**config.mk**
```make
export PLATFORM = sky130hd
export DESIGN_NAME = mem_bus_arbiter
export DESIGN_NICKNAME = d
export VERILOG_FILES = /design/src/rtl/mem_bus_arbiter.sv
export SDC_FILE = /design/constraint.sdc
export NUM_CORES = 1
export LEC_CHECK = 0
export BUFFER_PORTS_ARGS = -buffer_cell sky130_fd_sc_hd__buf_2
export CAP_MARGIN = 25
export CORE_AREA = 5 5 280 282
export DETAILED_ROUTE_END_ITERATION = 8
export DIE_AREA = 0 0 285 287
export PLACE_DENSITY = 0.43
export SLEW_MARGIN = 15
export SYNTH_ARGS = -nofsm -noshare
export SYNTH_HDL_FRONTEND = slang
export SYNTH_SLANG_ARGS = --single-unit
```
**constraint.sdc**
```tcl
create_clock -name clk -period 5 [get_ports clk]
set_input_delay 0.25 -clock clk [delete_from_list [all_inputs] [get_ports clk]]
set_output_delay 0.25 -clock clk [all_outputs]
set_load 0.1 [all_outputs]
```
**src/rtl/mem_bus_arbiter.sv**
```systemverilog
// rtl/mem_bus_arbiter.sv - shares one main-memory port between the I-cache and the D-cache
module mem_bus_arbiter #(
    parameter int ADDR_W      = 28,
    parameter int DATA_W      = 128,
    parameter int D_MAX_BURST = 4
) (
    input  logic              clk,
    input  logic              rst,
    input  logic              i_read,
    input  logic [ADDR_W-1:0] i_addr,
    output logic [DATA_W-1:0] i_rdata,
    output logic              i_ready,
    input  logic              d_read,
    input  logic              d_write,
    input  logic [ADDR_W-1:0] d_addr,
    input  logic [DATA_W-1:0] d_wdata,
    output logic [DATA_W-1:0] d_rdata,
    output logic              d_ready,
    output logic              mem_read,
    output logic              mem_write,
    output logic [ADDR_W-1:0] mem_addr,
    output logic [DATA_W-1:0] mem_wdata,
    input  logic [DATA_W-1:0] mem_rdata,
    input  logic              mem_ready,
    output logic [1:0]        gnt
);

    typedef enum logic [1:0] {IDLE, SERVE_I, SERVE_D, DONE} state_t;

    localparam int             BW        = $clog2(D_MAX_BURST + 1);
    localparam logic [BW-1:0]  BURST_MAX = BW'(D_MAX_BURST);

    state_t        state, state_nxt;
    logic [BW-1:0] burst_cnt;
    logic          d_req;
    logic          grant_i;
    logic          grant_d;

    // Grant decision: D-cache wins unless it has used up its burst while the I-cache waits
    always_comb begin
        d_req   = d_read | d_write;
        grant_i = 1'b0;
        grant_d = 1'b0;
        if (state == IDLE) begin
            if (i_read && (!d_req || burst_cnt == BURST_MAX)) begin
                grant_i = 1'b1;
            end else if (d_req) begin
                grant_d = 1'b1;
            end
        end
    end

    // State register
    always_ff @(posedge clk or posedge rst) begin
        if (rst) begin
            state <= IDLE;
        end else begin
            state <= state_nxt;
        end
    end

    // Next-state logic; a completed transaction always takes one idle turnaround cycle
    always_comb begin
        state_nxt = state;
        case (state)
            IDLE: begin
                if (grant_i) begin
                    state_nxt = SERVE_I;
                end else if (grant_d) begin
                    state_nxt = SERVE_D;
                end
            end
            SERVE_I, SERVE_D: begin
                if (mem_ready) begin
                    state_nxt = DONE;
                end
            end
            DONE:    state_nxt = IDLE;
            default: state_nxt = IDLE;
        endcase
    end

    // Outputs: owner indication and same-cycle ready routed to the owning cache only
    always_comb begin
        gnt     = 2'b00;
        i_ready = 1'b0;
        d_ready = 1'b0;
        case (state)
            SERVE_I: begin
                gnt     = 2'b01;
                i_ready = mem_ready;
            end
            SERVE_D: begin
                gnt     = 2'b10;
                d_ready = mem_ready;
            end
            default: ;
        endcase
    end

    assign i_rdata = mem_rdata;
    assign d_rdata = mem_rdata;

    // Registered memory command and saturating D-burst counter
    always_ff @(posedge clk or posedge rst) begin
        if (rst) begin
            mem_read  <= 1'b0;
            mem_write <= 1'b0;
            mem_addr  <= '0;
            mem_wdata <= '0;
            burst_cnt <= '0;
        end else begin
            if (grant_i) begin
                mem_read  <= 1'b1;
                mem_write <= 1'b0;
                mem_addr  <= i_addr;
                burst_cnt <= '0;
            end else if (grant_d) begin
                // A simultaneous read and write is treated as a write-back
                mem_read  <= ~d_write;
                mem_write <= d_write;
                mem_addr  <= d_addr;
                if (d_write) begin
                    mem_wdata <= d_wdata;
                end
                if (!i_read) begin
                    burst_cnt <= '0;
                end else if (burst_cnt != BURST_MAX) begin
                    burst_cnt <= burst_cnt + BW'(1);
                end
            end else if ((state == SERVE_I || state == SERVE_D) && mem_ready) begin
                mem_read  <= 1'b0;
                mem_write <= 1'b0;
            end
        end
    end

endmodule

```
Word-level counts from Yosys, hierarchy flattened
Index checks and enable logic that the tools add are counted.

operators by class
  bitwise logic cells = 3
  mux-type cells = 23
  equality and inequality tests = 8
  reduce and logical (&&, ||, !) cells = 12
  add/subtract/negate cells = 1

operators by type and width
  cell                                            count
  2-to-1 mux 28 bit                               2
  2-to-1 mux 1 bit                                12
  2-to-1 mux 3 bit                                4
  2-to-1 mux 2 bit                                3
  != test 3 bit (second input constant)           2
  one-hot mux 2 bit (3 select lines)              1
  == test 2 bit (second input constant)           2
  one-hot mux 2 bit (2 select lines)              1
  AND reduction 2 bit                             2
  adder 3 x 1 -> 3 bit (second input constant)    1
  == test 3 bit (second input constant)           1
  != test 3 x 1 -> 1 bit (second input constant)  1
  AND reduction 3 bit                             1
  nonzero test 3 bit                              1
  == test 2 x 1 -> 1 bit (second input constant)  1
  logical AND 1 bit                               2
  zero test 2 bit                                 1
  logical OR 1 bit                                2
  != test 2 bit (second input constant)           1
  inverter 1 bit                                  2
  nonzero test 2 bit                              1
  OR reduction 2 bit                              1
  zero test 1 bit                                 1
  OR 1 bit                                        1

storage, ports and cells
  flip-flop bits (word level) = 163

Depth between registers and ports, before layout
Gate-level depths: netlist of run 1.

  depth in word-level cells = 9
  mapped depth = 7
  depth with buffers taken out = 5

Worst setup path after synthesis of run 1
Ideal clock, no wire load.

  kind = register to register
  start = register state[0]
  end = register mem_wdata[100]
  arrival = 1.628 ns
  cell stages (with the launch flop) = 8
  library setup time = 0.128 ns
  clock period less this slack = 1.756 ns
  path slack = 3.244 ns
  data required time = 4.872 ns
  cells stage by stage = dfrtp_1 > inv_1 > ha_1 > nand2_1 > a31oi_4 > buf_6 > buf_6 > mux2_1

between the ends
  cells in the longest elaborated chain, start to end = 4
  elaborated cells between the ends (all ways) = 5
  classes of those cells = mux: 2; bitwise: 1; reduce/logical: 2

ends and longest elaborated chain
  item                               RTL line  RTL
  start, declared                    33        state_t state, state_nxt;
  start signal, assigned             58        state <= state_nxt;
  zero test 2 bit (*)                44        if (state == IDLE) begin
  2-to-1 mux 1 bit                   44
  inverter 1 bit (no line)           -
  AND reduction 3 bit (no line) (*)  -
  end signal, assigned               124       mem_wdata <= d_wdata;
  end, declared                      22        output logic [DATA_W-1:0] mem_wdata,

Mark *: on every way between the ends. The rest lies on a longest branch, timed or not.
A chain may end at the register's enable or synchronous reset.

Worst setup path after layout of run 1
  start = register state[0]
  end = register mem_wdata[111]

The elaborated chain is that of the path after synthesis.

==> summary.txt, run 1 <==
Run status
  – Status: finished clean

Clocking
  – Num CTS Buffers: 17
  – CTS tree: yes
  – CTS Sinks: about 160
  – Clock tree buffer depth: 2
  – CTS Root Cell: clkbuf_16
  – Worst skew pair latency: about 470 ps
  – Number of post-CTS setup repair buffers: 0
  – CTS Hold Bufs: around 150
  – # resized after CTS: 0
  – H-tree depth: 4
  – Clk slew on worst S/H paths: ~80 ps

Global route
  – Remaining Overflow, GRT: 0
  – First-pass GRT wire length: slightly below 40000 um
  – Largest net degree at the start of global routing: 67
  – Vias in the first global route: roughly 6.7k
  – Gr usage total: 0.06472
  – Initial antenna violation count: 5

Logic synthesis
  – Seq/Total Area, Yosys: 0.4775
  – Net count after synthesis: between 1k and 1.5k
  – Syn_area_per_cell: ~12 um^2
  – Post-synthesis instance total: around 740
  – Mapped cell area: between 8000 and 9000 um^2
  – Synthesized flop and latch total: approximately 160
  – Distinct cells, synth: 27
  – Synth warn: 0

Routing
  – DR WL met3: 3241 um
  – Met1 wire length: slightly below 10000 um
  – Number of DRC markers in iteration 0: 142
  – Top Metal Used: met5
  – Via count: ~6.2k
  – Met2 wire length: 12570 um
  – Post-route DRC violation count: 0
  – Post-DRT Antenna Nets: 0
  – Pre-antenna DRT Iters: 5
  – Wire length per cell: about 14 um
  – WL final: approximately 27000 um
  – Vias per inst: around 3.1

Setup path
  – Crit-path cells: inv_1 -> ha_1 -> nand2_1 -> a31oi_4 -> buf_12 -> mux2_1
  – Crit start category: register
  – Worst endpoint required time: approximately 5300 ps
  – CP Class: reg2reg
  – Capturing point of the worst reg2reg path: mem_wdata[111]$_DFFE_PP0P_
  – R2r setup slk: between 2000 and 2500 ps
  – Crit Path Max Fanout: 66
  – Crit-path slowest cell: a31oi_4
  – R2R depth: 6
  – Worst setup EP type: register
  – Worst EP arrival: around 2900 ps
  – Max incr delay on CP: slightly below 600 ps
  – RR Startpoint: state[0]$_DFFE_PP0P_

Cells and area
  – # fillers: around 8.4k
  – Design area: roughly 12000 um^2
  – Share of cells above drive strength 1: 0.4330
  – Most frequent cells in the layout: buf_2, dfrtp_1, dlygate4sd3_1
  – Commonest non-fill, non-tap cell in the layout: buf_2
  – Utilization after layout: 0.1547
  – P&R area growth vs syn: 36.66%
  – Final nets: ~1.3k

Floorplanning
  – Row count: between 100 and 150
  – Die H: 287 um
  – DIE AREA: about 82000 um^2
  – Core Area: between 70000 and 80000 um^2
  – Initial Util: 0.1132
  – Ports: 736
  – Die Wd: between 200 and 300 um

STA
  – Fmax: 0.3901 GHz
  – RSZ-0062 raised after global routing: false
  – Final hold slack: 56.69 ps
  – Slew margin rel.: 0.4898
  – Tightest Pin Transition: between 700 and 800 ps
  – Minimum clock period: around 2600 ps
  – Setup Viol. Count Final: 0
  – Period utilization: 0.5127
  – Final max-slew violation count: 0
  – TNS Setup: 0 ps
  – Fin. Hold Viols: 0
  – Clock Skew: around 20 ps

Worst hold path
  – Min-delay src: d_wdata[60]
  – WHS Endpoint: mem_wdata[60]$_DFFE_PP0P_
  – Hold path cells: 2
  – HP Class: in2reg

Placed design
  – GPL Wtd Cong: ~0.74
  – Buffers on Ports: roughly 350
  – Detail Placement HPWL: slightly above 20000 um
  – Cell Area, Placed: about 9500 um^2

Run
  – Max cap viols: 0
[stage by stage]
step / instances / worst slack [ps]
after floorplan: 736 / 345.0
after global placement: 1788 / 2474
after detailed placement: 1788 / 2394
after CTS: 1971 / 2366
after global routing: 1971 / 2175
final: 1974 / 2436
[registers in the layout (all words and copies together) (netlist names)]
signal,flops
mem_wdata,128
mem_addr,28
burst_cnt,3
state,2
mem_read,1
mem_write,1
[routing by layer]
layer	vias to the layer above	GRT usage
li1	2725	-
met1	2916	0.06442
met2	438	0.1043
met3	107	0.03434
met4	2	0.04542
met5	-	0
[critical path: cells and delay by family (launching register included)]
family | cells | cell delay (ps)
AOI/OAI and AO/OA | 1 | 590
DFF | 1 | 420
and+or+nand+nor | 1 | 130
buffers and inverters | 2 | 520
adders and majority gates | 1 | 310
muxes | 1 | 380
[how the worst max path moves through the flow]
stage,from,to,slack (ps),cells past startpoint
6_report,state[0]$_DFFE_PP0P_,mem_wdata[111]$_DFFE_PP0P_,2440,6
5_1_grt,state[0]$_DFFE_PP0P_,mem_wdata[111]$_DFFE_PP0P_,2180,6
4_1_cts,state[0]$_DFFE_PP0P_,mem_wdata[2]$_DFFE_PP0P_,2370,6
3_5_place_dp,state[0]$_DFFE_PP0P_,mem_wdata[123]$_DFFE_PP0P_,2390,6
3_3_place_gp,state[0]$_DFFE_PP0P_,mem_wdata[125]$_DFFE_PP0P_,2470,6
2_1_floorplan,rst,burst_cnt[0]$_DFFE_PP0P_,350,1
[cell families after synthesis]
logic type | Yosys count | share of synthesized area
DFF | 163 | 0.4775
AOI/OAI and AO/OA | 100 | 0.06811
and+or+nand+nor | 41 | 0.02021
buffers and inverters | 296 | 0.2537
muxes | 128 | 0.1687
adders and majority gates | 8 | 0.01172
[synth_stat cells (all sizes together)]
cell type	number	share of area
o31a	1	0.0010
clkbuf	12	0.0053
inv	8	0.0035
a21o	1	0.00088
dfrtp	163	0.48
mux2	128	0.17
nor2	29	0.013
nand3	3	0.0018
a31o	1	0.0010
and2	3	0.0022
a31oi	29	0.023
a2bb2oi	3	0.0031
nor4b	1	0.0010
nor4	1	0.00073
a21oi	31	0.018
nand2	4	0.0018
o31ai	2	0.0018
o2bb2ai	1	0.0010
ha	8	0.012
o21ai	31	0.018
buf	276	0.24
[cell type report]
class | count | area [um^2] | share of cell area
clock inverters | 15 | 205.2 | 0.01758
repair buffers | 513 | 3376 | 0.2892
clock buffers | 17 | 425.4 | 0.03644
multi-input cells | 277 | 2322 | 0.1989
diodes | 3 | 7.507 | 0.0006431
inverters | 8 | 35.03 | 0.003001
flip-flops and latches | 163 | 4079 | 0.3494
well taps | 978 | 1224 | 0.1048
Power of run 1 is left out: the tool's default activity adds up to more than one toggle a clock period on the data nets, which glitch-free logic cannot reach.
==> run 2: changes to the inputs <==
- clock period: 5 -> 2.1 ns (I/O delays scaled with it)
==> run 2 against run 1 <==
  * Clock skew up 1.3 ps
  * Via count up 2.2%
  * Worst hold slack better by 38 ps
  * Worst setup slack worse by 2300 ps
  * First-iteration DRC count down 5.6%
  * Count of clock-buffer cells in the layout up 1
  * Die area unchanged
  * Highest routed layer is now met4
  * Register-to-register slack worse by 2300 ps
==> summary.txt, run 2 (synthesis results as in run 1) <==
Global route
  – Initial antenna violation count: 2
  – Vias in the first global route: slightly above 7k
  – Remaining Overflow, GRT: 0
  – First-pass GRT wire length: roughly 43000 um
  – Gr usage total: 0.06989
  – Largest net degree at the start of global routing: 61

STA
  – Fmax: approximately 0.52 GHz
  – Tightest Pin Transition: around 850 ps
  – Setup slack after layout: around 160 ps
  – Clock Skew: around 21 ps
  – Final hold slack: approximately 94 ps
  – Final max-slew violation count: 0
  – Slew margin rel.: 0.4315
  – Period utilization: 0.9228
  – Fin. Hold Viols: 0
  – Setup Viol. Count Final: 0
  – Minimum clock period: between 1500 and 2000 ps
  – RSZ-0062 raised after global routing: false

Cells and area
  – Top reg by flops: mem_wdata
  – Commonest non-fill, non-tap cell in the layout: buf_2
  – Most frequent cells in the layout: buf_2, dlygate4sd3_1, dfrtp_1
  – P&R area growth vs syn: 43.18%
  – Utilization after layout: 0.1621
  – Final Non-Filler Cells: between 2k and 2.5k
  – Final nets: around 1.4k
  – Top Registers: mem_wdata x128, mem_addr x28, burst_cnt x3
  – # fillers: 8330
  – Max reg flops: between 100 and 150
  – Share of cells above drive strength 1: 0.4353

Clocking
  – CTS Hold Bufs: 185
  – Num CTS Buffers: 17
  – Clock tree buffer depth: 2
  – Clk slew on worst S/H paths: 80 ps
  – Worst skew pair latency: about 470 ps
  – CTS Sinks: 163
  – CTS tree: yes
  – CTS Root Cell: clkbuf_16
  – # resized after CTS: 0
  – H-tree depth: 4
  – Number of post-CTS setup repair buffers: 0

Placed design
  – Detail Placement HPWL: 21880 um
  – Buffers on Ports: 351
  – GPL Wtd Cong: between 0.7 and 0.8
  – Pre-CTS WS: 141.2 ps
  – Dpl cells: ~1.8k

Floorplanning
  – Die Wd: between 200 and 300 um
  – Initial Util: 0.1132
  – Core Area: 75440 um^2
  – DIE AREA: just over 80000 um^2
  – Die H: 287 um
  – Ports: about 740
  – Row count: roughly 100

Routing
  – Post-route DRC violation count: 0
  – Wire length per cell: ~14 um
  – WL final: 29110 um
  – Vias per inst: slightly above 3
  – Pre-antenna DRT Iters: 4
  – Number of DRC markers in iteration 0: approximately 130
  – Via count: roughly 6.3k
  – Post-DRT Antenna Nets: 0

Setup path
  – Worst EP arrival: about 2300 ps
  – Worst setup EP type: register
  – Crit start category: register
  – Crit-path cells: inv_1 -> ha_1 -> nand2_1 -> a31oi_4 -> buf_12 -> buf_4 -> mux2_1
  – Max incr delay on CP: ~380 ps
  – Crit Path Max Fanout: 20
  – CP Class: reg2reg
  – Crit-path slowest cell: dfrtp_1
  – Worst endpoint required time: around 2400 ps

Run status
  – Status: finished clean

Run
  – Max cap viols: 0

Worst hold path
  – HP Class: in2reg
-- run 2: cell type report --
class | instances | area (um^2) | area share
clock buffers | 18 | 429.2 | 0.03509
repair buffers | 579 | 3999 | 0.3270
clock inverters | 14 | 138.9 | 0.01136
well taps | 978 | 1224 | 0.1001
multi-input cells | 277 | 2322 | 0.1899
inverters | 8 | 33.78 | 0.002762
flip-flops and latches | 163 | 4079 | 0.3335
diodes | 2 | 5.005 | 0.0004092
-- run 2: final timing paths --
kind / start / end / slack (ps) / cells after the start
worst max-delay path: state[0]$_DFFE_PP0P_ / mem_wdata[94]$_DFFE_PP0P_ / 160 / 7
worst min-delay path: d_write / mem_read$_DFFE_PP0P_ / 90 / 4
worst max register to register: state[0]$_DFFE_PP0P_ / mem_wdata[94]$_DFFE_PP0P_ / 160 / 7
worst min register to register: mem_wdata[71]$_DFFE_PP0P_ / mem_wdata[71]$_DFFE_PP0P_ / 480 / 1
max in group asynchronous: rst / mem_wdata[1]$_DFFE_PP0P_ / 1100 / 4
min in group asynchronous: rst / mem_wdata[23]$_DFFE_PP0P_ / 270 / 3
-- run 2: routing by layer --
layer	up-vias	track usage	share of wire
met5	-	0	0
met4	0	0.05212	0.063
met3	118	0.03703	0.12
met2	449	0.1161	0.47
met1	2914	0.06555	0.35
li1	2846	-	-
-- run 2: metrics by stage --
| stage | instance area (um^2) | setup TNS [ps] |
|---|---|---|
| 2_1_floorplan | 8546 | -12360 |
| 3_3_place_gp | 9806 | 0 |
| 3_5_place_dp | 9806 | 0 |
| 4_1_cts | 12230 | 0 |
| 5_1_grt | 12230 | 0 |
| 6_report | 12230 | 0 |
-- run 2: worst max-delay path: cells and delay by family (launching register included) --
kind                     cells  cell delay, ps
buffers and inverters        3             560
AND/OR/NAND/NOR              1              90
adder cells (fa/ha/maj)      1             190
flip-flops                   1             380
multiplexers                 1             350
AO/OA/AOI/OAI                1             200
Power of run 2 is left out for the same reason.
==> run 3: changes to the inputs <==
- REMOVE_ABC_BUFFERS: unset -> 1
==> run 3 against run 2 <==
  * Register-to-register slack worse by 50 ps
  * Final cell count decreased by 0.69%
  * Critical path depth did not move
  * Wire length grew to 2.8 times the previous value
  * Clock skew decreased by 11 ps
  * Final area increased by 0.19%
  * Largest cell class unchanged
  * Highest routed layer is now met5
==> summary.txt, run 3 (synthesis results as in run 1) <==
Power
  – Max IR drop VDD: around 1300 uV
  – Switching power: ~17 mW
  – Sequential share of power: 0.206
  – Power Total: ~27 mW
  – Power Internal: between 9 and 10 mW
  – Total power per unit cell area: between 2000 and 2500 nW/um^2
  – LEAKAGE: approximately 5.4 nW
  – Switching Share: 0.6378
  – Clock network power share: 0.126
  – Combinational share of power: 0.668

Cells and area
  – Final Non-Filler Cells: ~2.0k
  – Top Registers: mem_wdata x128, mem_addr x28, burst_cnt x3
  – Max reg flops: between 100 and 150
  – P&R area growth vs syn: 43.46%
  – Top reg by flops: mem_wdata
  – Commonest non-fill, non-tap cell in the layout: buf_2
  – Most frequent cells in the layout: buf_2, dlygate4sd3_1, dfrtp_1
  – Final nets: 1357
  – Share of cells above drive strength 1: 0.4282

Setup path
  – CP Class: reg2reg
  – Crit Path Max Fanout: 28
  – Max incr delay on CP: about 440 ps
  – Capturing point of the worst reg2reg path: mem_wdata[34]$_DFFE_PP0P_
  – Worst setup EP type: register
  – CP delay by family, top: buffers and inverters
  – Worst endpoint required time: roughly 2500 ps
  – Crit-path slowest cell: dfrtp_1
  – RR Startpoint: state[1]$_DFFE_PP0P_
  – R2r setup slk: between 100 and 150 ps
  – Bufs and invs on worst path: 3
  – Worst EP arrival: roughly 2300 ps
  – Crit start category: register
  – Crit-path cells: inv_1 -> ha_4 -> nand2_1 -> a31oi_4 -> buf_12 -> buf_16 -> mux2_1
  – R2R depth: 7

Floorplanning
  – DIE AREA: approximately 80000 um^2
  – Ports: ~740
  – Die H: between 200 and 300 um
  – Core Area: 75440 um^2
  – Row count: 101
  – Initial Util: 0.1132
  – Die Wd: around 290 um

STA
  – Setup Viol. Count Final: 0
  – Slew margin rel.: 0.4543
  – RSZ-0062 raised after global routing: false
  – Final max-slew violation count: 0
  – Fin. Hold Viols: 0
  – Period utilization: 0.9457
  – Fmax: ~0.50 GHz
  – Final hold slack: between 60 and 70 ps
  – Minimum clock period: 1986 ps
  – Clock Skew: approximately 10 ps
  – Tightest Pin Transition: 813.7 ps
  – TNS Setup: 0 ps

Run
  – Max cap viols: 0

Global route
  – Remaining Overflow, GRT: 0
  – Largest net degree at the start of global routing: between 50 and 60
  – Initial antenna violation count: 9
  – Vias in the first global route: approximately 7.4k
  – Gr usage total: 0.1891
  – First-pass GRT wire length: between 90000 and 100000 um

Clocking
  – H-tree depth: 4
  – Num CTS Buffers: 17
  – Clock tree buffer depth: 2
  – CTS tree: yes
  – Worst skew pair latency: roughly 480 ps
  – CTS Sinks: about 160
  – CTS Root Cell: clkbuf_16
  – Clk slew on worst S/H paths: 70 ps

Routing
  – Vias per inst: around 3.6
  – Via count: 7346
  – Top Metal Used: met5
  – Number of DRC markers in iteration 0: ~450
  – Pre-antenna DRT Iters: 7
  – Post-route DRC violation count: 0
  – Wire length per cell: just under 40 um
  – WL final: roughly 80000 um
  – DR WL met3: 20140 um
  – Met2 wire length: between 30000 and 40000 um
  – Post-DRT Antenna Nets: 0
  – Met1 wire length: 21770 um

Worst hold path
  – WHS Endpoint: state[1]$_DFFE_PP0P_
  – Min-delay src: mem_ready
  – HP Class: in2reg
  – Hold path cells: 4

Placed design
  – Buffers on Ports: ~350
  – Dpl cells: ~1.8k
  – GPL Wtd Cong: 0.8423
  – Detail Placement HPWL: roughly 70000 um

Run status
  – Status: finished clean
## run 3: cell count changes in the layout (fill, tap and decap cells not counted), sizes merged
| cell | delta |
|---|---|
| diode | +1 |
| inv | -5 |
| bufinv | +3 |
| buf | -18 |
| clkinvlp | -1 |
| clkbuf | +6 |
## run 3: what timing repair did
action / in CTS / in global routing
endpoints found under the setup margin: 68 / 79
hold endpoints to repair: 196 / 0
hold buffers: 185 / 0
cloned: 0 / 2
setup buffers: 0 / 4
resized for setup: 1 / 4
## run 3: worst max path at each step
stage,startpoint,end,slack (ps),cells after the start
final,state[1]$_DFFE_PP0P_,mem_wdata[34]$_DFFE_PP0P_,110,7
after global routing,state[1]$_DFFE_PP0P_,mem_wdata[125]$_DFFE_PP0P_,40,8
after CTS,state[1]$_DFFE_PP0P_,mem_wdata[34]$_DFFE_PP0P_,40,7
after detailed placement,state[1]$_DFFE_PP0P_,mem_wdata[126]$_DFFE_PP0P_,-10,7
after global placement,state[1]$_DFFE_PP0P_,mem_wdata[126]$_DFFE_PP0P_,10,7
after floorplan,rst,burst_cnt[0]$_DFFE_PP0P_,-2410,1
## run 3: metal layers
metal | vias to the layer above | GRT usage
met2 | 938 | 0.2875
met4 | 26 | 0.04493
li1 | 2824 | -
met1 | 3457 | 0.1445
met5 | - | 0.1494
met3 | 101 | 0.2317
## run 3: layout make-up
type                            instances  area (um^2)
Antenna cell                            3        7.507
Clock buffer                           21        470.5
Clock inverter                         11        148.9
Fill cell                            8304        63190
Inverter                                8        35.03
Multi-Input combinational cell        277         2335
Sequential cell                       163         4079
Tap cell                              978         1224
Timing Repair Buffer                  564         3955
## run 3: worst min-delay path, cell delays in order
cell	delay, ps
buf_2	130
inv_1	50
a21oi_1	80
a2bb2oi_1	130
## run 3: through the flow
step | worst slack (ps) | area (um^2) | utilization
5_1_grt | 38.86 | 12250 | 0.1624
2_1_floorplan | -2410 | 6405 | -
3_3_place_gp | 13.25 | 9669 | 0.1282
3_5_place_dp | -9.539 | 9669 | 0.1282
4_1_cts | 37.81 | 12140 | 0.1610
6_report | 114.1 | 12250 | 0.1624
## run 3: power by group through the flow
| stage | clock network [mW] | registers, mW | logic, mW |
|---|---|---|---|
| after global placement | 0 | 5.60 | 17.7 |
| after global routing | 3.66 | 5.80 | 18.7 |
| final | 3.42 | 5.60 | 18.1 |
| after detailed placement | 0 | 5.62 | 17.8 |
| after CTS | 3.59 | 5.60 | 18.1 |
| after floorplan | 0 | 16.9 | 2.65 |
(Power assumes the default switching activity.)
